`src/rtl/regfile_pkg.sv`:
```
// Shared constants, index/data types and arbiter state encoding for the
// register-file writeback path.
package regfile_pkg;

  localparam int DATA_W   = 32;
  localparam int ADDR_W   = 5;
  localparam int NREG     = 32;
  localparam int ZERO_REG = 0;

  typedef logic [ADDR_W-1:0] reg_idx_t;
  typedef logic [DATA_W-1:0] reg_data_t;

  typedef enum logic {
    LAST_A = 1'b0,
    LAST_B = 1'b1
  } arb_last_t;

endpackage

```
`src/rtl/rf_scoreboard.sv`:
```
// Pending-write scoreboard: one bit per register, set on issue, cleared when
// the register file commits the write.
module rf_scoreboard
  import regfile_pkg::*;
#(
  parameter int NREG_P   = regfile_pkg::NREG,
  parameter int ADDR_W_P = regfile_pkg::ADDR_W,
  parameter int ZERO_RO  = 1
) (
  input  logic                clk,
  input  logic                rst_n,
  input  logic                flush,
  input  logic                set_valid,
  input  logic [ADDR_W_P-1:0] set_reg,
  input  logic                clr_valid,
  input  logic [ADDR_W_P-1:0] clr_reg,
  output logic [NREG_P-1:0]   pending
);

  logic [NREG_P-1:0] pending_next;

  // Set is applied after clear so a new producer on the committing register wins.
  always_comb begin
    pending_next = pending;
    if (flush) begin
      pending_next = '0;
    end else begin
      if (clr_valid) pending_next[clr_reg] = 1'b0;
      if (set_valid) pending_next[set_reg] = 1'b1;
    end
    if (ZERO_RO != 0) pending_next[ZERO_REG] = 1'b0;
  end

  always_ff @(posedge clk or negedge rst_n) begin
    if (!rst_n) pending <= '0;
    else        pending <= pending_next;
  end

endmodule

```
`src/rtl/regfile_write_arbiter.sv`:
```
// Round-robin arbiter between ALU (A) and load (B) writeback, with a single
// registered stage driving the register-file write port and a RAW scoreboard.
module regfile_write_arbiter
  import regfile_pkg::*;
#(
  parameter int DATA_W  = regfile_pkg::DATA_W,
  parameter int ADDR_W  = regfile_pkg::ADDR_W,
  parameter int NREG    = regfile_pkg::NREG,
  parameter int ZERO_RO = 1
) (
  input  logic              clk,
  input  logic              rst_n,
  input  logic              a_valid,
  output logic              a_ready,
  input  logic [ADDR_W-1:0] a_reg,
  input  logic [DATA_W-1:0] a_data,
  input  logic              b_valid,
  output logic              b_ready,
  input  logic [ADDR_W-1:0] b_reg,
  input  logic [DATA_W-1:0] b_data,
  input  logic              issue_valid,
  input  logic [ADDR_W-1:0] issue_reg,
  input  logic              flush,
  output logic [NREG-1:0]   pending,
  output logic              rf_regwrite,
  output logic [ADDR_W-1:0] rf_write_reg,
  output logic [DATA_W-1:0] rf_write_data
);

  arb_last_t         last, last_next;
  logic              grant;
  logic [ADDR_W-1:0] sel_reg;
  logic [DATA_W-1:0] sel_data;
  logic              sel_zero;

  always_ff @(posedge clk or negedge rst_n) begin
    if (!rst_n) last <= LAST_B;
    else        last <= last_next;
  end

  // A wins when alone or when B was served last; flush blocks every grant.
  always_comb begin
    a_ready   = 1'b0;
    b_ready   = 1'b0;
    last_next = last;
    if (!flush) begin
      if (a_valid && (!b_valid || last == LAST_B)) begin
        a_ready   = 1'b1;
        last_next = LAST_A;
      end else if (b_valid) begin
        b_ready   = 1'b1;
        last_next = LAST_B;
      end
    end
  end

  assign grant    = a_ready | b_ready;
  assign sel_reg  = a_ready ? a_reg  : b_reg;
  assign sel_data = a_ready ? a_data : b_data;
  assign sel_zero = (ZERO_RO != 0) && (sel_reg == ADDR_W'(ZERO_REG));

  // Reloads every cycle; address and data only move on a grant.
  always_ff @(posedge clk or negedge rst_n) begin
    if (!rst_n) begin
      rf_regwrite   <= 1'b0;
      rf_write_reg  <= '0;
      rf_write_data <= '0;
    end else begin
      rf_regwrite <= grant && !sel_zero;
      if (grant) begin
        rf_write_reg  <= sel_reg;
        rf_write_data <= sel_data;
      end
    end
  end

  rf_scoreboard #(
    .NREG_P   (NREG),
    .ADDR_W_P (ADDR_W),
    .ZERO_RO  (ZERO_RO)
  ) u_scoreboard (
    .clk       (clk),
    .rst_n     (rst_n),
    .flush     (flush),
    .set_valid (issue_valid),
    .set_reg   (issue_reg),
    .clr_valid (rf_regwrite),
    .clr_reg   (rf_write_reg),
    .pending   (pending)
  );

endmodule

```
`config.mk`:
```
export PLATFORM = sky130hd
export DESIGN_NAME = regfile_write_arbiter
export DESIGN_NICKNAME = d
export VERILOG_FILES = /design/src/rtl/regfile_pkg.sv /design/src/rtl/rf_scoreboard.sv /design/src/rtl/regfile_write_arbiter.sv
export SDC_FILE = /design/constraint.sdc
export NUM_CORES = 1
export LEC_CHECK = 0
export ABC_CLOCK_PERIOD_IN_PS = 1600
export BUFFER_PORTS_ARGS = -buffer_cell sky130_fd_sc_hd__buf_4
export CAP_MARGIN = 20
export CELL_PAD_IN_SITES_DETAIL_PLACEMENT = 0
export CELL_PAD_IN_SITES_GLOBAL_PLACEMENT = 2
export CORE_UTILIZATION = 27
export CTS_CLUSTER_SIZE = 14
export DETAILED_ROUTE_END_ITERATION = 6
export HOLD_SLACK_MARGIN = 0.03
export PLACE_DENSITY_LB_ADDON = 0.1
export SKIP_CTS_REPAIR_TIMING = 1
export SYNTH_ARGS = -nofsm -noshare
export SYNTH_HDL_FRONTEND = slang
export SYNTH_SLANG_ARGS = --single-unit
```
`constraint.sdc`:
```
create_clock -name clk -period 1.6 [get_ports clk]
set_input_delay 0.32 -clock clk [delete_from_list [all_inputs] [get_ports clk]]
set_output_delay 0.32 -clock clk [all_outputs]
set_load 0.02 [all_outputs]
```
==> results.md, run 1 <==
- Area grow syn2layout: 49.9%
- Die area: 13900 µm²
- Startpoint Class: flop
- Largest net degree at the start of global routing: 33
- Post-synthesis cell area: 3620 µm²
- DR iter-0 viols: 209
- IO Pins: 157
- Mapped Cells: 413
- CTS tree: built
- DR vias: 3614
- Final Hold Fails: 0
- Die H: 118 µm
- TritonRoute pass-1 iters: 4
- Slew Viols, Final: 0
- Clk slew on worst S/H paths: 0.06 ns
- Most common cell in the netlist: o21ai_0
- Hold slack: 0.245 ns
- Worst path max stage delay: 0.54 ns
- GPL Wtd Cong: 0.785
- Syn avg cell area: 8.77 µm²
- RSZ-0062 raised after global routing: yes
- # diodes: 0
- PortBufs: 155
- Violated checks: negative setup slack
- First-pass GRT wire length: 20.3 mm
- Post-synth top flop: dfrtp_1
- Synth area leaders: dfrtp_1 (48%), o21ai_0 (13%), nand2b_1 (6.0%)
- DP Wirelength: 8.94 mm
- Pre-CTS WS: 0.135 ns
- Final Critical Period: 1.66 ns
- Detailed-route wire length: 12.3 mm
- Post-DRT Antenna Nets: 0
- WP data required: 1.28 ns
- Clock Path Buffers: 2
- Total negative setup slack: -0.0839 ns
- Initial Utilization: 28.2%
- Htree depth: 3
- Worst Path Buf+Inv: 1
- Crit Path Class: flop to output pin
- Status: finished with violations
- Post-synth EDFFs: 0
- Sink Count: 70
- Critical path data arrival time: 1.34 ns
- Max Cap Viol: 0
- Leak: 2.49 nW
- Synth cell count leaders: o21ai_0 (96), dfrtp_1 (69), o21ai_1 (36)
- Critical Path Sink Type: output pin
- FFs w/ async S/R, synth: 100%
- # nets final: 664
- Routed WL per cell: 16.3 µm
- Setup violators final: 2
- DRC violations left: 0
- Fmax: 603 MHz
- Row count: 41
- Max FFs per register: 32
- Post-synth cell types: 32
- Clock Tree Root: clkbuf_16
- Pwr dens: 999 nW/µm²
- TritonCTS Buffers: 9
- Global route overflow: 0
- Peak VDD IR: 0.383 mV
- Number of synthesis warnings: 0
- Via density: 4.78
- Cells along the critical path: and2b_4, nor2_4, nor2_2, buf_6
- Largest delay contributor family on the critical path: flip-flops
- Final WS setup: -0.0585 ns
- Layout cells sized above 1: 35.6%
- Total GRT Usage: 18.3%
- FF+latch count, synth: 70
- Final Cycle Share: 104%
- Final design utilization: 42.3%
- Post-synthesis sequential area ratio: 48.4%
- Initial antenna violation count: 0
- Clock skew: 0.0113 ns
- Fill count: 1320
- Class of the worst hold path: primary input to flop
- Number of global-route vias before repair: 3750
- Core area: 12800 µm²
- Crit path max fanout: 4
- Synth top area share: 47.7%
- Slowest cell on the critical path: dfstp_2
- Worst skew pair latency: 0.33 ns
- Area leader, netlist: dfrtp_1
- Mapped Nets: 498
- Die width: 118 µm
==> layout by cell type (no fill, tap or decap), types with 8 or more instances in the layout <==
master | Yosys | layout
clkbuf_16 | 0 | 9
buf_4 | 3 | 178
o21ai_0 | 96 | 96
nand2_1 | 34 | 34
nand2b_1 | 35 | 35
nand3b_1 | 8 | 8
dfrtp_1 | 69 | 69
nor2b_1 | 29 | 29
o21ai_1 | 36 | 36
nand3_1 | 8 | 8
a21oi_1 | 32 | 32
==> where the power goes <==
group,internal [mW],switching (mW)
Sequential,1.92,0.122
Clock,1.37,0.790
Combinational,0.547,0.675
==> per-stage QoR <==
stage / total power, mW / std cells / area [µm²]
after floorplan: 2.65 / 413 / 3630
after CTS: 5.50 / 754 / 5410
after global placement: 3.29 / 738 / 5080
after detailed placement: 3.30 / 738 / 5080
final: 5.43 / 756 / 5430
after global routing: 5.71 / 756 / 5430
==> cells by family after synthesis <==
family	share of synthesized area (%)
and+or+nand+nor	22.8
DFF	48.4
other	0.104
AOI/OAI and AO/OA	24.3
buffers and inverters	4.42
==> area by class of cell <==
cell class                 instances  area (µm²)  area share (%)
sequential                        70        1750            32.3
timing repair buffer             183        1420            26.1
clock buffer                       9         225            4.15
multi-input combinational        315        1720            31.7
clock inverter                     7        97.6            1.80
tap                              172         215            3.96
==> worst register-to-register path: stages, from the launching register on <==
cell     delay [ns]
dfrtp_1        0.56
or3b_1         0.45
o21ai_0        0.18
o21ai_0        0.11
==> final timing paths <==
kind / from / slack [ns] / to / depth (start not counted)
min reg2reg: rf_write_data[4]$_DFFE_PN0P_ / 0.48 / rf_write_data[4]$_DFFE_PN0P_ / 2
min in group asynchronous: rst_n / 0.44 / u_scoreboard.pending[25]$_DFF_PN0_ / 2
max reg2reg: rf_write_reg[2]$_DFFE_PN0P_ / 0.17 / u_scoreboard.pending[7]$_DFF_PN0_ / 3
max: last$_DFFE_PN1P_ / -0.06 / b_ready / 4
max in group asynchronous: rst_n / 0.64 / rf_write_data[15]$_DFFE_PN0P_ / 3
min: b_data[9] / 0.24 / rf_write_data[9]$_DFFE_PN0P_ / 3
==> routing by layer <==
metal,global-route usage [%],up-vias,wire length (µm)
li1,-,1776,-
met1,23.9,1708,5380
met3,5.47,8,1000
met2,29.2,122,5800
met5,0,-,0
met4,5.29,0,123
Power figures use the tool's default switching activity.
==> run 2, diff against run 1 <==
- PLACE_DENSITY: default -> 0.81
- PLACE_DENSITY_LB_ADDON: 0.1 -> default
- SYNTH_HIERARCHICAL: default -> 1
==> run 2 against run 1 <==
Compared with the run above: the flow still finishes with violations (negative setup slack); global-route usage fell by 0.59 points; core utilization is 1.5 points lower; critical path depth unchanged; total power fell by 2.3%; critical endpoint unchanged; highest routed layer unchanged; via count shrank 0.89%; register-to-register slack worse by 0.12 ns.
==> results.md, run 2 <==
- Status: finished with violations
- Violated checks: negative setup slack
- Worst path max stage delay: 0.54 ns
- WP data required: 1.28 ns
- Worst hold start: b_data[28]
- Die H: 118 µm
- Worst slew pin tran: 0.829 ns
- Post-DRT Antenna Nets: 0
- Clock skew: 0.00505 ns
- Post-synth EDFFs: 0
- Max Cap Viol: 0
- Placed cell count: 733
- Clk slew on worst S/H paths: 0.06 ns
- DR iter-0 viols: 199
- TritonRoute pass-1 iters: 4
- Peak VDD IR: 0.526 mV
- TritonCTS Buffers: 9
- Synth top area share: 47.4%
- RSZ-0062 raised after global routing: yes
- CTS tree: built
- Final non-filler cell total: 751
- Area leader, netlist: dfrtp_1
- Core area: 13200 µm²
- Final Cycle Share: 107%
- Clock Path Buffers: 2
- FFs w/ async S/R, synth: 100%
- Post-synth top flop: dfrtp_1
- Cells along the critical path: and2b_2, nor2_4, nor2_2, buf_6
- GPL Wtd Cong: 0.778
- Placed cell area: 5060 µm²
- DR vias: 3582
- Detailed-route wire length: 12.0 mm
- Final WS setup: -0.118 ns
- Multi-input logic area: 1760 µm²
- Fill count: 1350
- FF+latch count, synth: 70
- Worst skew pair latency: 0.32 ns
- Post-synth cell types: 32
- Most common cell in the netlist: o21ai_1
- Final design utilization: 40.9%
- Initial antenna violation count: 0
- Fmax: 582 MHz
- Die width: 118 µm
- Slew Viols, Final: 0
- Final Hold Fails: 0
- Synth area leaders: dfrtp_1 (47%), o21ai_1 (9.6%), o21ai_0 (8.5%)
- Routed WL per cell: 16.0 µm
- Final non-filler cell area: 5390 µm²
- Worst Path Buf+Inv: 1
- Global route overflow: 0
- Slowest cell on the critical path: dfstp_2
- # diodes: 0
- IO Pins: 157
- Crit path max fanout: 3
- Reg area: 1750 µm²
- Pre-CTS WS: -0.146 ns
- Number of synthesis warnings: 6
- Htree depth: 3
- Commonest non-fill, non-tap cells in the layout: buf_4 (168), o21ai_1 (74), dfrtp_1 (69), o21ai_0 (58)
- Hold slack: 0.245 ns
- Initial Utilization: 27.6%
- Critical Path Start: last$_DFFE_PN1P_
- Layout cells sized above 1: 34.6%
- Die area: 14000 µm²
- Setup violators final: 2
- Class of the worst hold path: primary input to flop
- Total GRT Usage: 17.7%
- Mapped Cells: 413
- # nets final: 656
- R2r startpoint: last$_DFFE_PN1P_
- Tot Pwr: 5.30 mW
- Largest net degree at the start of global routing: 43
- DRC violations left: 0
- Total negative setup slack: -0.201 ns
- Clock Tree Root: clkbuf_16
- Critical path data arrival time: 1.40 ns
- PortBufs: 155
- Max FFs per register: 32
- Largest delay contributor family on the critical path: flip-flops
- Startpoint Class: flop
- Leak: 2.52 nW
- Most common cell after layout, fill and taps aside: buf_4
- First-pass GRT wire length: 19.6 mm
- Pwr dens: 983 nW/µm²
- Flop-to-flop setup slack: 0.05 ns
- Critical Path Sink Type: output pin
- Via density: 4.77
- Post-synthesis sequential area ratio: 48.1%
- DP Wirelength: 8.33 mm
- Post-synthesis cell area: 3650 µm²
- Area grow syn2layout: 47.9%
- Max transition margin: 44.8%
- Sink Count: 70
- Mapped Nets: 498
- Final Critical Period: 1.72 ns
- Row count: 42
- Crit Path Class: flop to output pin
- Synth cell count leaders: o21ai_1 (70), dfrtp_1 (69), o21ai_0 (62)
- Number of global-route vias before repair: 3642
- Syn avg cell area: 8.83 µm²
run 2: cell types whose count changed in the layout (fill, tap and decap cells not counted), moves of 2 or more:
| cell | previous run | this run |
|---|---|---|
| or3b_2 | 3 | 0 |
| clkbuf_8 | 0 | 2 |
| buf_4 | 178 | 168 |
| o21ai_0 | 96 | 58 |
| o21ai_1 | 36 | 74 |
| or3b_4 | 0 | 4 |
| and2b_1 | 3 | 18 |
| clkinvlp_4 | 2 | 0 |
| nor2b_1 | 29 | 13 |
run 2: cells by family (layout without fill, tap and decap cells):
logic type,after synthesis,after routing,share of synthesized area (%)
AOI/OAI and AO/OA,172,172,24.2
other,1,1,0.103
DFF,70,70,48.1
buffers and inverters,27,189,4.22
and+or+nand+nor,143,143,23.4
run 2: power breakdown:
part	internal (mW)	leakage, nW	switching [mW]
Combinational	0.551	1.47	0.675
Clock	1.28	0.149	0.736
Sequential	1.92	0.904	0.132
run 2: worst register-to-register path: stages, from the launching register on:
cell and delay [ns]:
dfstp_2 0.54, and2b_2 0.24, buf_4 0.14, buf_4 0.18
nor4_2 0.26, nor3_1 0.07
run 2: final timing paths:
kind / cells after the start / end
setup reg to reg: 5 / rf_regwrite$_DFF_PN0_
setup / recovery: 4 / b_ready
hold reg to reg: 2 / rf_write_data[14]$_DFFE_PN0P_
min in group asynchronous: 2 / u_scoreboard/pending[13]$_DFF_PN0_
hold / removal: 3 / rf_write_data[28]$_DFFE_PN0P_
max in group asynchronous: 3 / rf_write_data[10]$_DFFE_PN0P_
run 2: routing by layer:
layer	track usage, %	part of all wire, %	up-vias
li1	-	-	1753
met1	23.7	45	1686
met2	26.9	46	139
met3	6.61	8.7	4
met4	4.57	0.44	0
met5	0	0	-
run 2: layout make-up:
class / count / area share [%]
clock buffers: 12 / 4.76
multi-input cells: 316 / 32.6
flip-flops and latches: 70 / 32.5
repair buffers: 174 / 25.3
clock inverters: 3 / 0.812
well taps: 176 / 4.08
==> run 3, diff against run 2 <==
- CORE_ASPECT_RATIO: default -> 1.25
- PLACE_DENSITY: 0.81 -> default
- PLACE_DENSITY_LB_ADDON: default -> 0.2
==> run 3 against run 2 <==
Compared with the run above: the flow still finishes with violations (negative setup slack); worst setup slack worse by 0.043 ns; sequential power about the same; wire length up 3.3%; largest power group is now the clock network; highest routed layer unchanged; non-clock buffer count up 2; clock skew down 0.0018 ns; clock power up 4%; register-to-register slack better by 0.05 ns.
==> results.md, run 3 (synthesized netlist as in run 2, its figures left out) <==
- First-pass GRT wire length: 19.6 mm
- Reg2Reg Depth: 5
- Detailed-route wire length: 12.4 mm
- Slowest cell on the critical path: dfstp_2
- Die area: 14000 µm²
- Critical Path Sink Type: output pin
- Worst slew pin tran: 0.836 ns
- Violated checks: negative setup slack
- Row count: 47
- Post-DRT Antenna Nets: 0
- Total negative setup slack: -0.277 ns
- Clock skew: 0.00328 ns
- Largest delay contributor family on the critical path: flip-flops
- Worst path max stage delay: 0.54 ns
- DR iter-0 viols: 148
- Flop-to-flop setup slack: 0.10 ns
- Clock Tree Root: clkbuf_16
- Clk slew on worst S/H paths: 0.06 ns
- Area grow syn2layout: 48.0%
- PortBufs: 155
- # diodes: 0
- DR vias: 3629
- Max Cap Viol: 0
- TritonRoute pass-1 iters: 5
- Global route overflow: 0
- Setup violators final: 2
- DRC violations left: 0
- Reg2reg end: rf_write_data[3]$_DFFE_PN0P_
- Max FFs per register: 32
- Sink Count: 70
- Routed WL per cell: 16.5 µm
- Fill count: 1392
- Final Hold Fails: 0
- RSZ-0062 raised after global routing: yes
- IO Pins: 157
- Critical path data arrival time: 1.44 ns
- Status: finished with violations
- Startpoint Class: flop
- Final Critical Period: 1.76 ns
- Cells along the critical path: and2b_2, nor2_4, nor2_2, buf_6
- Initial antenna violation count: 0
- Crit Path Class: flop to output pin
- Largest net degree at the start of global routing: 43
- Clock Path Buffers: 2
- Core area: 13200 µm²
- Min-Delay Endpoint: rf_write_data[12]$_DFFE_PN0P_
- # nets final: 658
- R2r startpoint: last$_DFFE_PN1P_
- Layout cells sized above 1: 34.9%
- Number of global-route vias before repair: 3664
- Htree depth: 3
- Most common cell after layout, fill and taps aside: buf_4
- Commonest non-fill, non-tap cells in the layout: buf_4 (171), o21ai_1 (70), dfrtp_1 (69), o21ai_0 (62)
- Via density: 4.85
- Worst hold start: b_data[12]
- WP data required: 1.28 ns
- Fmax: 568 MHz
- DP Wirelength: 8.79 mm
- TritonCTS Buffers: 9
- CTS tree: built
- Leak: 2.53 nW
- Total GRT Usage: 18.2%
- Number of cells on the worst hold path: 3
- Max transition margin: 44.3%
- Final Cycle Share: 110%
- Initial Utilization: 27.6%
- Die width: 106 µm
- Peak VDD IR: 0.429 mV
- Worst skew pair latency: 0.33 ns
- Final WS setup: -0.161 ns
- Class of the worst hold path: primary input to flop
- Crit path max fanout: 4
- Pwr dens: 999 nW/µm²
- GPL Wtd Cong: 0.735
- Hold slack: 0.243 ns
- Worst Path Buf+Inv: 1
- Slew Viols, Final: 0
- Die H: 132 µm
## run 3: cell count changes in the layout (fill, tap and decap cells not counted), sizes merged
cell,delta
bufinv,+1
clkbuf,-3
buf,+2
clkinv,+3
## run 3: power breakdown
group          internal, mW  switching [mW]
sequential             1.92           0.129
clock                  1.36           0.754
combinational         0.549           0.679
## run 3: worst max-delay path by stage
stage          slack, ns              from  cells after the start                             to
3_5_place_dp       -0.19             flush                      4  rf_write_data[19]$_DFFE_PN0P_
4_1_cts            -0.23  last$_DFFE_PN1P_                      4                        b_ready
5_1_grt            -0.21  last$_DFFE_PN1P_                      4                        b_ready
2_1_floorplan       0.01  last$_DFFE_PN1P_                      5                        b_ready
3_3_place_gp       -0.17             flush                      4  rf_write_data[20]$_DFFE_PN0P_
6_report           -0.16  last$_DFFE_PN1P_                      4                        b_ready
## run 3: layer usage
layer  part of all wire, %  routed length, µm  GRT usage (%)
met5                     0                  0              0
met1                    41               5030           21.4
met3                   6.4                798           4.25
met4                   1.6                199           6.71
met2                    51               6350           31.8
## run 3: stage by stage
| step | util (%) | instance area [µm²] | setup slack [ns] | power, mW | cells |
|---|---|---|---|---|---|
| finish | 40.8 | 5400 | -0.161 | 5.39 | 749 |
| global route | 40.8 | 5400 | -0.213 | 5.68 | 749 |
| CTS | 40.6 | 5370 | -0.234 | 5.47 | 747 |
| detailed placement | 38.2 | 5060 | -0.186 | 3.32 | 731 |
| global placement | 38.2 | 5060 | -0.175 | 3.31 | 731 |
| floorplan | - | 3660 | 0.0108 | 2.67 | 413 |
## run 3: worst reg2reg max path, delay by kind of cell, from the launching register on
kind / cells / cell delay (ns)
DFF: 1 / 0.54
buffers and inverters: 2 / 0.32
AOI/OAI and AO/OA: 2 / 0.27
and+or+nand+nor: 1 / 0.25
## run 3: area by class of cell
class | count | area (µm²) | area share (%)
Clock buffer | 9 | 225 | 4.17
Tap cell | 171 | 214 | 3.96
Sequential cell | 70 | 1750 | 32.5
Clock inverter | 7 | 88.8 | 1.65
Multi-Input combinational cell | 316 | 1750 | 32.4
Timing Repair Buffer | 176 | 1370 | 25.3
